===== config.mk =====
export PLATFORM = sky130hd
export DESIGN_NAME = coin_pulse_generator
export DESIGN_NICKNAME = d
export VERILOG_FILES = /design/src/rtl/coin_pkg.sv /design/src/rtl/button_debounce.sv /design/src/rtl/coin_pulse_generator.sv
export SDC_FILE = /design/constraint.sdc
export NUM_CORES = 1
export LEC_CHECK = 0
export ABC_CLOCK_PERIOD_IN_PS = 4200
export BUFFER_PORTS_ARGS = -buffer_cell sky130_fd_sc_hd__buf_2
export CAP_MARGIN = 20
export CORE_MARGIN = 5
export CORE_UTILIZATION = 25
export CTS_CLUSTER_DIAMETER = 30
export CTS_CLUSTER_SIZE = 24
export DETAILED_ROUTE_END_ITERATION = 7
export GPL_ROUTABILITY_DRIVEN = 0
export HOLD_SLACK_MARGIN = 0.03
export SYNTH_ARGS = -nofsm -noshare
export SYNTH_HDL_FRONTEND = slang
export SYNTH_SLANG_ARGS = --single-unit
export TNS_END_PERCENT = 10

===== constraint.sdc =====
create_clock -name clk -period 4.2 [get_ports clk]
set_clock_uncertainty 0.15 [all_clocks]
set_input_delay 0.84 -clock clk [delete_from_list [all_inputs] [get_ports clk]]
set_output_delay 0.84 -clock clk [all_outputs]
set_load 0.05 [all_outputs]

===== src/rtl/coin_pkg.sv =====
// Shared definitions for the coin pulse generator: issue FSM encodings,
// coin values, default debounce length and a saturating 8-bit add.
package coin_pkg;

    typedef enum logic [1:0] {
        IDLE  = 2'b00,
        PULSE = 2'b01,
        GAP   = 2'b10
    } issue_state_t;

    // 1 ms at 50 MHz
    localparam int unsigned DEBOUNCE_CYCLES_DEF = 50000;

    localparam logic [7:0] COIN_5  = 8'd5;
    localparam logic [7:0] COIN_10 = 8'd10;

    // 8-bit add that clamps at 255
    function automatic logic [7:0] sat_add8(input logic [7:0] a, input logic [7:0] b);
        logic [8:0] sum;
        sum = {1'b0, a} + {1'b0, b};
        return sum[8] ? 8'hFF : sum[7:0];
    endfunction

endpackage


===== src/rtl/button_debounce.sv =====
// Two-flop synchronizer, debounce counter and rising-edge detect for one
// raw pushbutton.
//   clk, rst   : clock, async active-high reset
//   i_btn      : raw asynchronous button
//   o_rise_c   : high in the cycle whose closing edge raises the debounced
//                level (combinational from registers)
module button_debounce
    import coin_pkg::*;
#(
    parameter int unsigned DEBOUNCE_CYCLES = DEBOUNCE_CYCLES_DEF
) (
    input  logic clk,
    input  logic rst,
    input  logic i_btn,
    output logic o_rise_c
);

    localparam int unsigned         CNT_W    = $clog2(DEBOUNCE_CYCLES + 1);
    localparam logic [CNT_W-1:0]    CNT_LAST = CNT_W'(DEBOUNCE_CYCLES - 1);

    logic             r_s1;
    logic             r_s2;
    logic             r_level;
    logic [CNT_W-1:0] r_cnt;

    logic w_diff;
    logic w_flip;

    assign w_diff = r_s2 ^ r_level;
    // Counter would reach DEBOUNCE_CYCLES on this edge: level follows input.
    assign w_flip = w_diff && (r_cnt == CNT_LAST);

    // Synchronizer, counter and debounced level
    always_ff @(posedge clk or posedge rst) begin
        if (rst) begin
            r_s1    <= 1'b0;
            r_s2    <= 1'b0;
            r_level <= 1'b0;
            r_cnt   <= '0;
        end else begin
            r_s1 <= i_btn;
            r_s2 <= r_s1;
            if (!w_diff) begin
                r_cnt <= '0;
            end else if (w_flip) begin
                r_cnt   <= '0;
                r_level <= r_s2;
            end else begin
                r_cnt <= r_cnt + CNT_W'(1);
            end
        end
    end

    // Announce the rise as it is committed so the coin is pending one edge later
    assign o_rise_c = w_flip & r_s2;

endmodule


===== src/rtl/coin_pulse_generator.sv =====
// Coin-acceptor front end: debounces the two coin buttons, holds at most one
// pending coin per button and issues them as serialized single-cycle pulses,
// withholding them while the vending FSM dispenses.
//   clk, rst          : clock, async active-high reset
//   btn_5, btn_10     : raw coin buttons
//   dispense          : vending FSM is dispensing, hold coins back
//   in_5, in_10       : registered single-cycle coin pulses
//   busy              : coin pending or being issued
//   coin_total [7:0]  : saturating running total (only with COIN_TOTAL_EN)
// Build option: define COIN_TOTAL_EN to add the coin_total accumulator.
module coin_pulse_generator
    import coin_pkg::*;
#(
    parameter int unsigned DEBOUNCE_CYCLES = DEBOUNCE_CYCLES_DEF
) (
    input  logic       clk,
    input  logic       rst,
    input  logic       btn_5,
    input  logic       btn_10,
    input  logic       dispense,
    output logic       in_5,
    output logic       in_10,
`ifdef COIN_TOTAL_EN
    output logic [7:0] coin_total,
`endif
    output logic       busy
);

    issue_state_t r_state;
    issue_state_t w_state_next;
    logic         r_pend_5;
    logic         r_pend_10;
    logic         r_in_5;
    logic         r_in_10;
    logic         w_rise_5;
    logic         w_rise_10;
    logic         w_in_5_next;
    logic         w_in_10_next;
    logic         w_clr_5;
    logic         w_clr_10;

    button_debounce #(.DEBOUNCE_CYCLES(DEBOUNCE_CYCLES)) u_deb_5 (
        .clk      (clk),
        .rst      (rst),
        .i_btn    (btn_5),
        .o_rise_c (w_rise_5)
    );

    button_debounce #(.DEBOUNCE_CYCLES(DEBOUNCE_CYCLES)) u_deb_10 (
        .clk      (clk),
        .rst      (rst),
        .i_btn    (btn_10),
        .o_rise_c (w_rise_10)
    );

    // Issue FSM next state and pulse decode
    always_comb begin
        w_state_next = r_state;
        w_in_5_next  = 1'b0;
        w_in_10_next = 1'b0;
        w_clr_5      = 1'b0;
        w_clr_10     = 1'b0;
        case (r_state)
            IDLE: begin
                if (!dispense) begin
                    if (r_pend_5) begin
                        w_state_next = PULSE;
                        w_in_5_next  = 1'b1;
                        w_clr_5      = 1'b1;
                    end else if (r_pend_10) begin
                        w_state_next = PULSE;
                        w_in_10_next = 1'b1;
                        w_clr_10     = 1'b1;
                    end
                end
            end
            PULSE:   w_state_next = GAP;
            GAP:     w_state_next = IDLE;
            default: w_state_next = IDLE;
        endcase
    end

    // State, pulse outputs and pending flags; a new rise wins over an issue clear
    always_ff @(posedge clk or posedge rst) begin
        if (rst) begin
            r_state   <= IDLE;
            r_in_5    <= 1'b0;
            r_in_10   <= 1'b0;
            r_pend_5  <= 1'b0;
            r_pend_10 <= 1'b0;
        end else begin
            r_state   <= w_state_next;
            r_in_5    <= w_in_5_next;
            r_in_10   <= w_in_10_next;
            r_pend_5  <= w_rise_5  | (r_pend_5  & ~w_clr_5);
            r_pend_10 <= w_rise_10 | (r_pend_10 & ~w_clr_10);
        end
    end

`ifdef COIN_TOTAL_EN
    logic [7:0] r_total;

    // Running total, updated on the edge that raises the pulse
    always_ff @(posedge clk or posedge rst) begin
        if (rst) begin
            r_total <= 8'd0;
        end else if (w_in_5_next) begin
            r_total <= sat_add8(r_total, COIN_5);
        end else if (w_in_10_next) begin
            r_total <= sat_add8(r_total, COIN_10);
        end
    end

    assign coin_total = r_total;
`endif

    assign in_5  = r_in_5;
    assign in_10 = r_in_10;
    assign busy  = r_pend_5 | r_pend_10 | (r_state != IDLE);

endmodule


==> results of run 1 <==
worst max path at each step:
stage / end / slack [ns] / cells after the start
3_3_place_gp: u_deb_5.r_cnt[11]$_DFF_PP0_ / 2.07 / 5
3_5_place_dp: u_deb_5.r_cnt[3]$_DFF_PP0_ / 1.96 / 5
6_report: u_deb_5.r_cnt[12]$_DFF_PP0_ / 2.01 / 5
4_1_cts: u_deb_5.r_cnt[3]$_DFF_PP0_ / 1.96 / 5
5_1_grt: u_deb_5.r_cnt[12]$_DFF_PP0_ / 1.77 / 5
2_1_floorplan: u_deb_10.r_level$_DFFE_PP0P_ / 2.17 / 3
placed cells by master, fill, tap and decap left out, types with 3 or more instances in the layout:
| master | n |
|---|---|
| nand2_1 | 10 |
| dfrtp_1 | 44 |
| inv_1 | 6 |
| buf_2 | 7 |
| nor4_1 | 8 |
| xor2_1 | 4 |
| nand4_1 | 7 |
| xnor2_1 | 26 |
| clkbuf_8 | 5 |
| nor3_1 | 6 |
| o21ai_0 | 3 |
| nand3_1 | 10 |
| nor2_1 | 42 |
power by group through the flow:
stage | logic [mW] | registers [mW] | clock network [mW]
final | 0.0250 | 0.436 | 0.321
after global routing | 0.0305 | 0.437 | 0.349
after CTS | 0.0266 | 0.436 | 0.331
after detailed placement | 0.0268 | 0.444 | 0
after global placement | 0.0260 | 0.444 | 0
after floorplan | 0.0195 | 0.443 | 0
cells by family after synthesis:
kind of cell / Yosys count / synth area share [%]
xor+xnor: 30 / 13.3
flops: 44 / 55.7
fa+ha+maj: 2 / 1.27
simple gates: 99 / 25.5
mux: 2 / 1.33
buf+inv: 9 / 2.15
compound gates: 3 / 0.760
stage by stage:
step | setup slack (ns) | instances
detailed placement | 1.96 | 297
global route | 1.77 | 305
CTS | 1.96 | 305
global placement | 2.07 | 297
floorplan | 2.17 | 189
finish | 2.01 | 305
synth_stat cells:
master and n:
mux2_4 1, nor3_1 6, mux2_1 1, or3_1 2, nand2b_1 2, buf_2 1
nor4_1 8, dfrtp_1 44, nand4bb_1 2, nand4_1 7, and3_1 1, buf_6 1
nand2_1 10, or4b_1 2, or4_4 1, ha_1 2, xnor2_1 26, nor2_1 42
inv_1 7, and3_2 1, nand2_4 1, nor2b_1 1, xor2_1 4, o21ai_0 3
nand3_1 10, nand4b_1 1, nor3b_1 1, or4_1 1
metal layers:
layer / track usage, % / wire (um) / vias to the layer above / part of all wire (%)
met5: 0 / 0 / - / 0
met4: 4.41 / 87 / 0 / 2.6
met3: 2.76 / 138 / 5 / 4.1
met2: 11.1 / 1480 / 17 / 44
met1: 9.61 / 1670 / 613 / 49
li1: - / - / 659 / -
critical path, delay by kind of cell, from the launching register on:
kind	cells	cell delay, ns
adders and majority gates	1	0.21
DFF	1	0.39
and+or+nand+nor	4	1.31
final cells by class:
type / count / area [um2] / area share (%)
clock buffers: 6 / 72.6 / 3.24
clock inverters: 2 / 35.0 / 1.57
inverters: 7 / 26.3 / 1.17
multi-input cells: 136 / 832 / 37.2
flip-flops and latches: 44 / 1100 / 49.2
well taps: 102 / 128 / 5.70
repair buffers: 8 / 42.5 / 1.90
==> flow_summary.json, run 1 <==
{
  "ant_nets": 0,
  "whs_endpoint": "u_deb_10.r_s2$_DFF_PP0_",
  "final_util_pct": 29.0,
  "ctsResizeCount": 0,
  "cts_setup_buffers": 0,
  "clockBufferDepth": 2,
  "grt_max_degree": 45,
  "p_seq_share_pct": 55.8,
  "setup_viol": 0,
  "cap_violations": 0,
  "critPathRequiredTime_ns": 4.22,
  "die_h_um": 98.9,
  "htreeDepth": 2,
  "path_cells": "ha_1 > nand4_1 > or4_1 > nand2_1 > nor2_1",
  "cp_slowest_cell": "or4_1",
  "wire_per_inst_um": 11.1,
  "period_minus_slack_ns": 2.19,
  "syn_to_final_growth_pct": 13.2,
  "drtIter0Drc": 75,
  "p_int_mw": 0.614,
  "r2r-start": "u_deb_5.r_cnt[0]$_DFF_PP0_",
  "slew_violations": 0,
  "worst-path-max-fanout": 15,
  "drt_first_pass_iters": 4,
  "slowest_delay_ns": 0.59,
  "synth_area_leaders": "dfrtp_1, xnor2_1, nor2_1, nand3_1, nor4_1",
  "io_buffer_count": 7,
  "period_share_pct": 52.1,
  "ir_drop_uv": 105,
  "vias_per_cell": 4.24,
  "outcome": "finished, final reports clean",
  "nets": 209,
  "synth-warning-count": 0,
  "cts_tree": "yes",
  "worst_pin_slew_ns": 0.533,
  "fin_area_um2": 2240,
  "relSlewSlack_pct": 64.5,
  "clkPwrFrac_pct": 41.0,
  "grt_overflow_total": 0,
  "synth_area_um2": 1980,
  "drc": 0,
  "timing.fmax_mhz": 457,
  "min_path_type": "register to register",
  "syn_inst": 189,
  "worstHoldPathCells": 0,
  "routed_wl_um": 3370,
  "avgSynthCellArea_um2": 10.5,
  "worstHoldStart": "u_deb_10.r_s1$_DFF_PP0_",
  "reg2reg_to": "u_deb_5.r_cnt[12]$_DFF_PP0_",
  "layout-drive-gt1-share_pct": 9.36,
  "hold_ws_ns": 0.202,
  "antenna_found_initial": 0,
  "arrival_ns": 2.21,
  "routed-via-count": 1294,
  "grt_pass1_vias": 1312,
  "start_util_pct": 25.6,
  "n_antenna_cell": 0,
  "power_frac_comb_pct": 3.2,
  "cts.reportedPaths.clkPinSlew_ns": 0.08,
  "finalSetupTns_ns": 0,
  "pin_count": 8,
  "p_sw_share_pct": 21.4,
  "cts_hold_buf": 0,
  "r2r_cells": 5,
  "cts.sinks": 44,
  "power.density_nw_per_um2": 349,
  "cts_buffers": 5,
  "critPathLaunchType": "register",
  "core-area_um2": 7730,
  "fillers": 791,
  "worstSetupEndpointType": "register",
  "synth_seq_area_share_pct": 55.7,
  "synth_area_leader_cell": "dfrtp_1",
  "p_leak_nw": 0.906,
  "synth-seq-cells": 44,
  "finalHoldViolCount": 0,
  "rsz0062_at_grt": "no",
  "synth_top_area_share_pct": 55.7,
  "reg.largest.list": "u_deb_10.r_cnt: 16 flops, u_deb_5.r_cnt: 16 flops, r_state: 2 flops",
  "core.rowCount": 32,
  "synthDistinctLibCells": 28,
  "grt_use_total_pct": 7.60,
  "ff2ff_setup_slack_ns": 2.01,
  "root_buffer": "clkbuf_8",
  "grt_first_pass_wirelength_um": 5910,
  "critPathKind": "register to register",
  "p_switching_mw": 0.167,
  "syn-num-nets": 196,
  "startpoint": "u_deb_5.r_cnt[0]$_DFF_PP0_",
  "hpwl_um": 2270,
  "die-area_um2": 9780,
  "postPlaceCellArea_um2": 2130,
  "insertion_delay_ns": 0.30,
  "total_power_mw": 0.781,
  "fp.dieW_um": 98.9
}
Power figures use the tool's default switching activity.
==> inputs of run 2 (changes only) <==
Settings changed: ABC_CLOCK_PERIOD_IN_PS 4200 to 2000.
Clock period 4.2 ns to 2 ns, I/O delays scaled along.
==> run 2 against run 1 <==
Against the previous run: count of clock-buffer cells in the layout increased by 2; largest power group unchanged; total power increased by 98%; first-iteration DRC count decreased by 24%; flip-flop and latch count unchanged; the flow now finishes with violations (negative setup slack); worst setup slack got worse by 2.1 ns; cell count increased by 4.9%; critical path depth decreased by 2.
==> flow_summary.json, run 2 (synthesis gave the netlist of run 1 again) <==
{
  "drtIter0Drc": 57,
  "pre_cts_ws_ns": -0.0376,
  "cap_violations": 0,
  "grt_first_pass_wirelength_um": 6540,
  "ant_nets": 0,
  "core-area_um2": 7730,
  "final_common_cell": "dfrtp_1",
  "routed-via-count": 1392,
  "ff2ff_setup_slack_ns": -0.04,
  "layout_common_cells": "dfrtp_1, nor2_1, xnor2_1, buf_4",
  "power.density_nw_per_um2": 655,
  "slew_violations": 0,
  "worstSetupEndpointType": "register",
  "cts_tree": "yes",
  "layout_setup_ws_ns": -0.0426,
  "setup_viol": 1,
  "grt_overflow_total": 0,
  "nets": 224,
  "clockBufferDepth": 2,
  "arrival_ns": 2.07,
  "r2r_cells": 3,
  "vias_per_cell": 4.35,
  "worstSetupEndpoint": "u_deb_10.r_level$_DFFE_PP0P_",
  "outcome": "finished with violations",
  "path_depth": 3,
  "pin_count": 8,
  "grt_util_met1_pct": 10.8,
  "critPathLaunchType": "register",
  "violations": "negative setup slack",
  "drt_first_pass_iters": 4,
  "layout-drive-gt1-share_pct": 15.6,
  "die-area_um2": 9780,
  "top_usage_layer": "met2",
  "root_buffer": "clkbuf_8",
  "relSlewSlack_pct": 76.5,
  "cts.sinks": 44,
  "grt_max_degree": 45,
  "cp_slowest_cell": "or4_4",
  "min_path_type": "input port to register",
  "path_cells": "or4b_1 > or4_4 > mux2_4",
  "grt_pass1_vias": 1405,
  "seqCellArea_um2": 1100,
  "grtUsageMet3_pct": 2.69,
  "start_util_pct": 25.6,
  "die_h_um": 98.9,
  "slowest_delay_ns": 0.57,
  "p_leak_nw": 0.982,
  "rsz0062_at_grt": "yes",
  "r2r-start": "u_deb_10.r_cnt[11]$_DFF_PP0_",
  "crit_family": "simple AND/OR/NAND/NOR gates",
  "startpoint": "u_deb_10.r_cnt[11]$_DFF_PP0_",
  "critPathKind": "register to register",
  "cts.reportedPaths.clkPinSlew_ns": 0.08,
  "drc": 0,
  "period_minus_slack_ns": 2.04,
  "grt_use_met2_pct": 12.0,
  "io_buffer_count": 7,
  "wire_per_inst_um": 11.3,
  "total_power_mw": 1.55,
  "antenna_found_initial": 0,
  "htreeDepth": 2,
  "timing.fmax_mhz": 490,
  "critPathRequiredTime_ns": 2.03,
  "hpwl_um": 2450,
  "ir_drop_uv": 189,
  "n_antenna_cell": 0,
  "reg2reg_to": "u_deb_10.r_level$_DFFE_PP0P_",
  "worst-path-max-fanout": 4,
  "syn_to_final_growth_pct": 19.8,
  "cp_num_buf_inv": 0,
  "grt_use_total_pct": 8.25,
  "fp.dieW_um": 98.9,
  "finalSetupTns_ns": -0.0426,
  "finalHoldViolCount": 0,
  "insertion_delay_ns": 0.29,
  "worst_pin_slew_ns": 0.351,
  "routed_wl_um": 3630,
  "fillers": 796,
  "period_share_pct": 102,
  "multi_input_area_um2": 838,
  "core.rowCount": 32,
  "reg.largest.list": "u_deb_10.r_cnt: 16 flops, u_deb_5.r_cnt: 16 flops, r_state: 2 flops",
  "cts_buffers": 5
}
## run 2: changes by cell type in the layout (fill, tap and decap cells not counted), sizes merged
cell | before | now
clkinv | 2 | 1
clkbuf | 6 | 8
buf | 8 | 22
dlygate4sd3 | 0 | 1
bufinv | 1 | 0
## run 2: worst min path at each step
stage                                 start                      end  slack, ns  depth (start not counted)
finish                                btn_5   u_deb_5.r_s1$_DFF_PP0_       0.06                          1
global route                          btn_5   u_deb_5.r_s1$_DFF_PP0_       0.04                          1
CTS                                   btn_5   u_deb_5.r_s1$_DFF_PP0_       0.04                          1
detailed placement   u_deb_5.r_s1$_DFF_PP0_   u_deb_5.r_s2$_DFF_PP0_       0.19                          0
global placement    u_deb_10.r_s1$_DFF_PP0_  u_deb_10.r_s2$_DFF_PP0_       0.18                          0
floorplan           u_deb_10.r_s1$_DFF_PP0_  u_deb_10.r_s2$_DFF_PP0_       0.18                          0
## run 2: metrics by stage
step	std cells	util, %	area, um2	hold WS (ns)
floorplan	189	-	1980	0.181
global placement	310	29.1	2250	0.182
detailed placement	310	29.1	2250	0.186
CTS	319	30.4	2350	0.0446
global route	320	30.6	2370	0.0436
finish	320	30.6	2370	0.0577
## run 2: layout make-up
cell class	instances	share of cell area (%)
Sequential cell	44	46.5
Clock buffer	8	3.81
Inverter	7	1.11
Multi-Input combinational cell	136	35.4
Timing Repair Buffer	23	7.72
Tap cell	102	5.39
## run 2: report_power, final
part / internal [mW] / total [mW] / switching, mW / leakage, nW
logic: 0.0253 / 0.0644 / 0.0391 / 0.336
clock network: 0.282 / 0.570 / 0.289 / 0.0455
registers: 0.903 / 0.916 / 0.0131 / 0.601
## run 2: timing repair
| action | CTS | global route |
|---|---|---|
| gates resized for setup | 0 | 2 |
| setup endpoints to repair | 2 | 32 |
| buffers inserted | 0 | 1 |
| pin swaps | 1 | 2 |
| hold buffers | 1 | 0 |
| endpoints found under the hold margin | 44 | 0 |
## run 2: routing by layer
metal / part of all wire, % / vias up
li1: - / 688
met1: 50 / 679
met2: 45 / 19
met3: 3.6 / 6
met4: 1.7 / 0
met5: 0 / -
==> inputs of run 3 (changes only) <==
Settings changed: SKIP_CTS_REPAIR_TIMING set to 1.
==> run 3 against run 2 <==
Against the previous run: routed wire length is 0.69% lower; die area stayed put; largest power group unchanged; critical endpoint unchanged; critical path depth stayed put; the run still ends with negative setup slack left; highest routed layer unchanged.
==> flow_summary.json, run 3 (synthesis gave the netlist of run 1 again) <==
{
  "p_sw_share_pct": 22.2,
  "critPathLaunchType": "register",
  "period_minus_slack_ns": 2.03,
  "violations": "negative setup slack",
  "outcome": "finished with violations",
  "syn_to_final_growth_pct": 19.4,
  "grt_use_total_pct": 8.22,
  "layout_setup_ws_ns": -0.0338,
  "final_util_pct": 30.5,
  "drc": 0,
  "layout-drive-gt1-share_pct": 15.2,
  "ant_nets": 0,
  "pin_count": 8,
  "total_power_mw": 1.55,
  "cts_buffers": 5,
  "vias_per_cell": 4.34,
  "core-area_um2": 7730,
  "relSlewSlack_pct": 76.6,
  "critPathRequiredTime_ns": 2.03,
  "wire_per_inst_um": 11.3,
  "hpwl_um": 2450,
  "worst-path-max-fanout": 4,
  "fin_cells": 319,
  "rsz0062_at_grt": "yes",
  "arrival_ns": 2.07,
  "cp_slowest_cell": "or4_4",
  "p_leak_nw": 0.977,
  "cap_violations": 0,
  "worstSetupEndpointType": "register",
  "timing.fmax_mhz": 492,
  "fillers": 795,
  "fp.dieW_um": 98.9,
  "finalHoldViolCount": 0,
  "cts_tree": "yes",
  "core.rowCount": 32,
  "drt_first_pass_iters": 4,
  "path_cells": "or4b_1 > or4_4 > mux2_4",
  "ir_drop_uv": 190,
  "nets": 223,
  "routed_wl_um": 3600,
  "die-area_um2": 9780,
  "power.density_nw_per_um2": 659,
  "cp_num_buf_inv": 0,
  "min_path_type": "input port to register",
  "n_antenna_cell": 0,
  "insertion_delay_ns": 0.29,
  "period_share_pct": 102,
  "grt_first_pass_wirelength_um": 6510,
  "layout_common_cells": "dfrtp_1, nor2_1, xnor2_1, buf_4",
  "pre_cts_ws_ns": -0.0376,
  "setup_viol": 1,
  "p_int_mw": 1.21,
  "final_common_cell": "dfrtp_1",
  "grt_pass1_vias": 1396,
  "routed-via-count": 1386,
  "die_h_um": 98.9,
  "slew_violations": 0,
  "grt_max_degree": 45,
  "root_buffer": "clkbuf_8",
  "clockBufferDepth": 2,
  "p_switching_mw": 0.345,
  "start_util_pct": 25.6,
  "clkPwrFrac_pct": 37.0,
  "io_buffer_count": 7,
  "reg.largest.list": "u_deb_10.r_cnt: 16 flops, u_deb_5.r_cnt: 16 flops, r_state: 2 flops",
  "drtIter0Drc": 77,
  "grt_overflow_total": 0,
  "placed_cells": 310,
  "worst_pin_slew_ns": 0.350,
  "fin_area_um2": 2360,
  "finalSetupTns_ns": -0.0338,
  "cts.sinks": 44,
  "p_seq_share_pct": 58.9,
  "cts.reportedPaths.clkPinSlew_ns": 0.08,
  "critPathKind": "register to register",
  "htreeDepth": 2,
  "antenna_found_initial": 0,
  "slowest_delay_ns": 0.57,
  "hold_ws_ns": 0.0549,
  "power_frac_comb_pct": 4.1,
  "postPlaceCellArea_um2": 2250,
  "crit_family": "simple AND/OR/NAND/NOR gates"
}
run 3: cell count changes in the layout (fill, tap and decap cells not counted):
| cell | change |
|---|---|
| buf_4 | -1 |
run 3: final timing paths:
kind                                        startpoint                           end  slack [ns]  cells after the start
setup / recovery           u_deb_10.r_cnt[4]$_DFF_PP0_  u_deb_10.r_level$_DFFE_PP0P_       -0.03                      3
hold / removal                                   btn_5        u_deb_5.r_s1$_DFF_PP0_        0.05                      1
setup reg to reg           u_deb_10.r_cnt[4]$_DFF_PP0_  u_deb_10.r_level$_DFFE_PP0P_       -0.03                      3
hold reg to reg                 u_deb_5.r_s1$_DFF_PP0_        u_deb_5.r_s2$_DFF_PP0_        0.20                      0
max in group asynchronous                          rst   u_deb_10.r_cnt[1]$_DFF_PP0_        0.96                      4
min in group asynchronous                          rst        u_deb_5.r_s1$_DFF_PP0_        0.53                      4
run 3: power by group through the flow:
| stage | registers (mW) | logic (mW) | clock network [mW] |
|---|---|---|---|
| CTS | 0.915 | 0.0656 | 0.595 |
| global placement | 0.932 | 0.0632 | 0 |
| global route | 0.918 | 0.0748 | 0.628 |
| detailed placement | 0.933 | 0.0651 | 0 |
| finish | 0.916 | 0.0643 | 0.575 |
| floorplan | 0.930 | 0.0410 | 0 |
run 3: layout make-up:
class	count	area [um2]	share of cell area [%]
clock buffer	8	90.1	3.82
inverter	7	26.3	1.11
multi-input combinational	136	838	35.5
sequential	44	1100	46.7
tap	102	128	5.41
timing repair buffer	22	175	7.43
run 3: worst reg2reg max path: stages, from the launching register on:
cell	delay, ns
dfrtp_1	0.37
or4b_1	0.52
or4_4	0.57
mux2_4	0.31
run 3: metal layers:
metal	part of all wire [%]	vias up	routed length [um]	global-route usage [%]
met5	0	-	0	0
met1	50	673	1790	10.8
met2	44	18	1590	12.0
met4	2.6	0	95	4.41
met3	3.7	7	135	2.69
li1	-	688	-	-
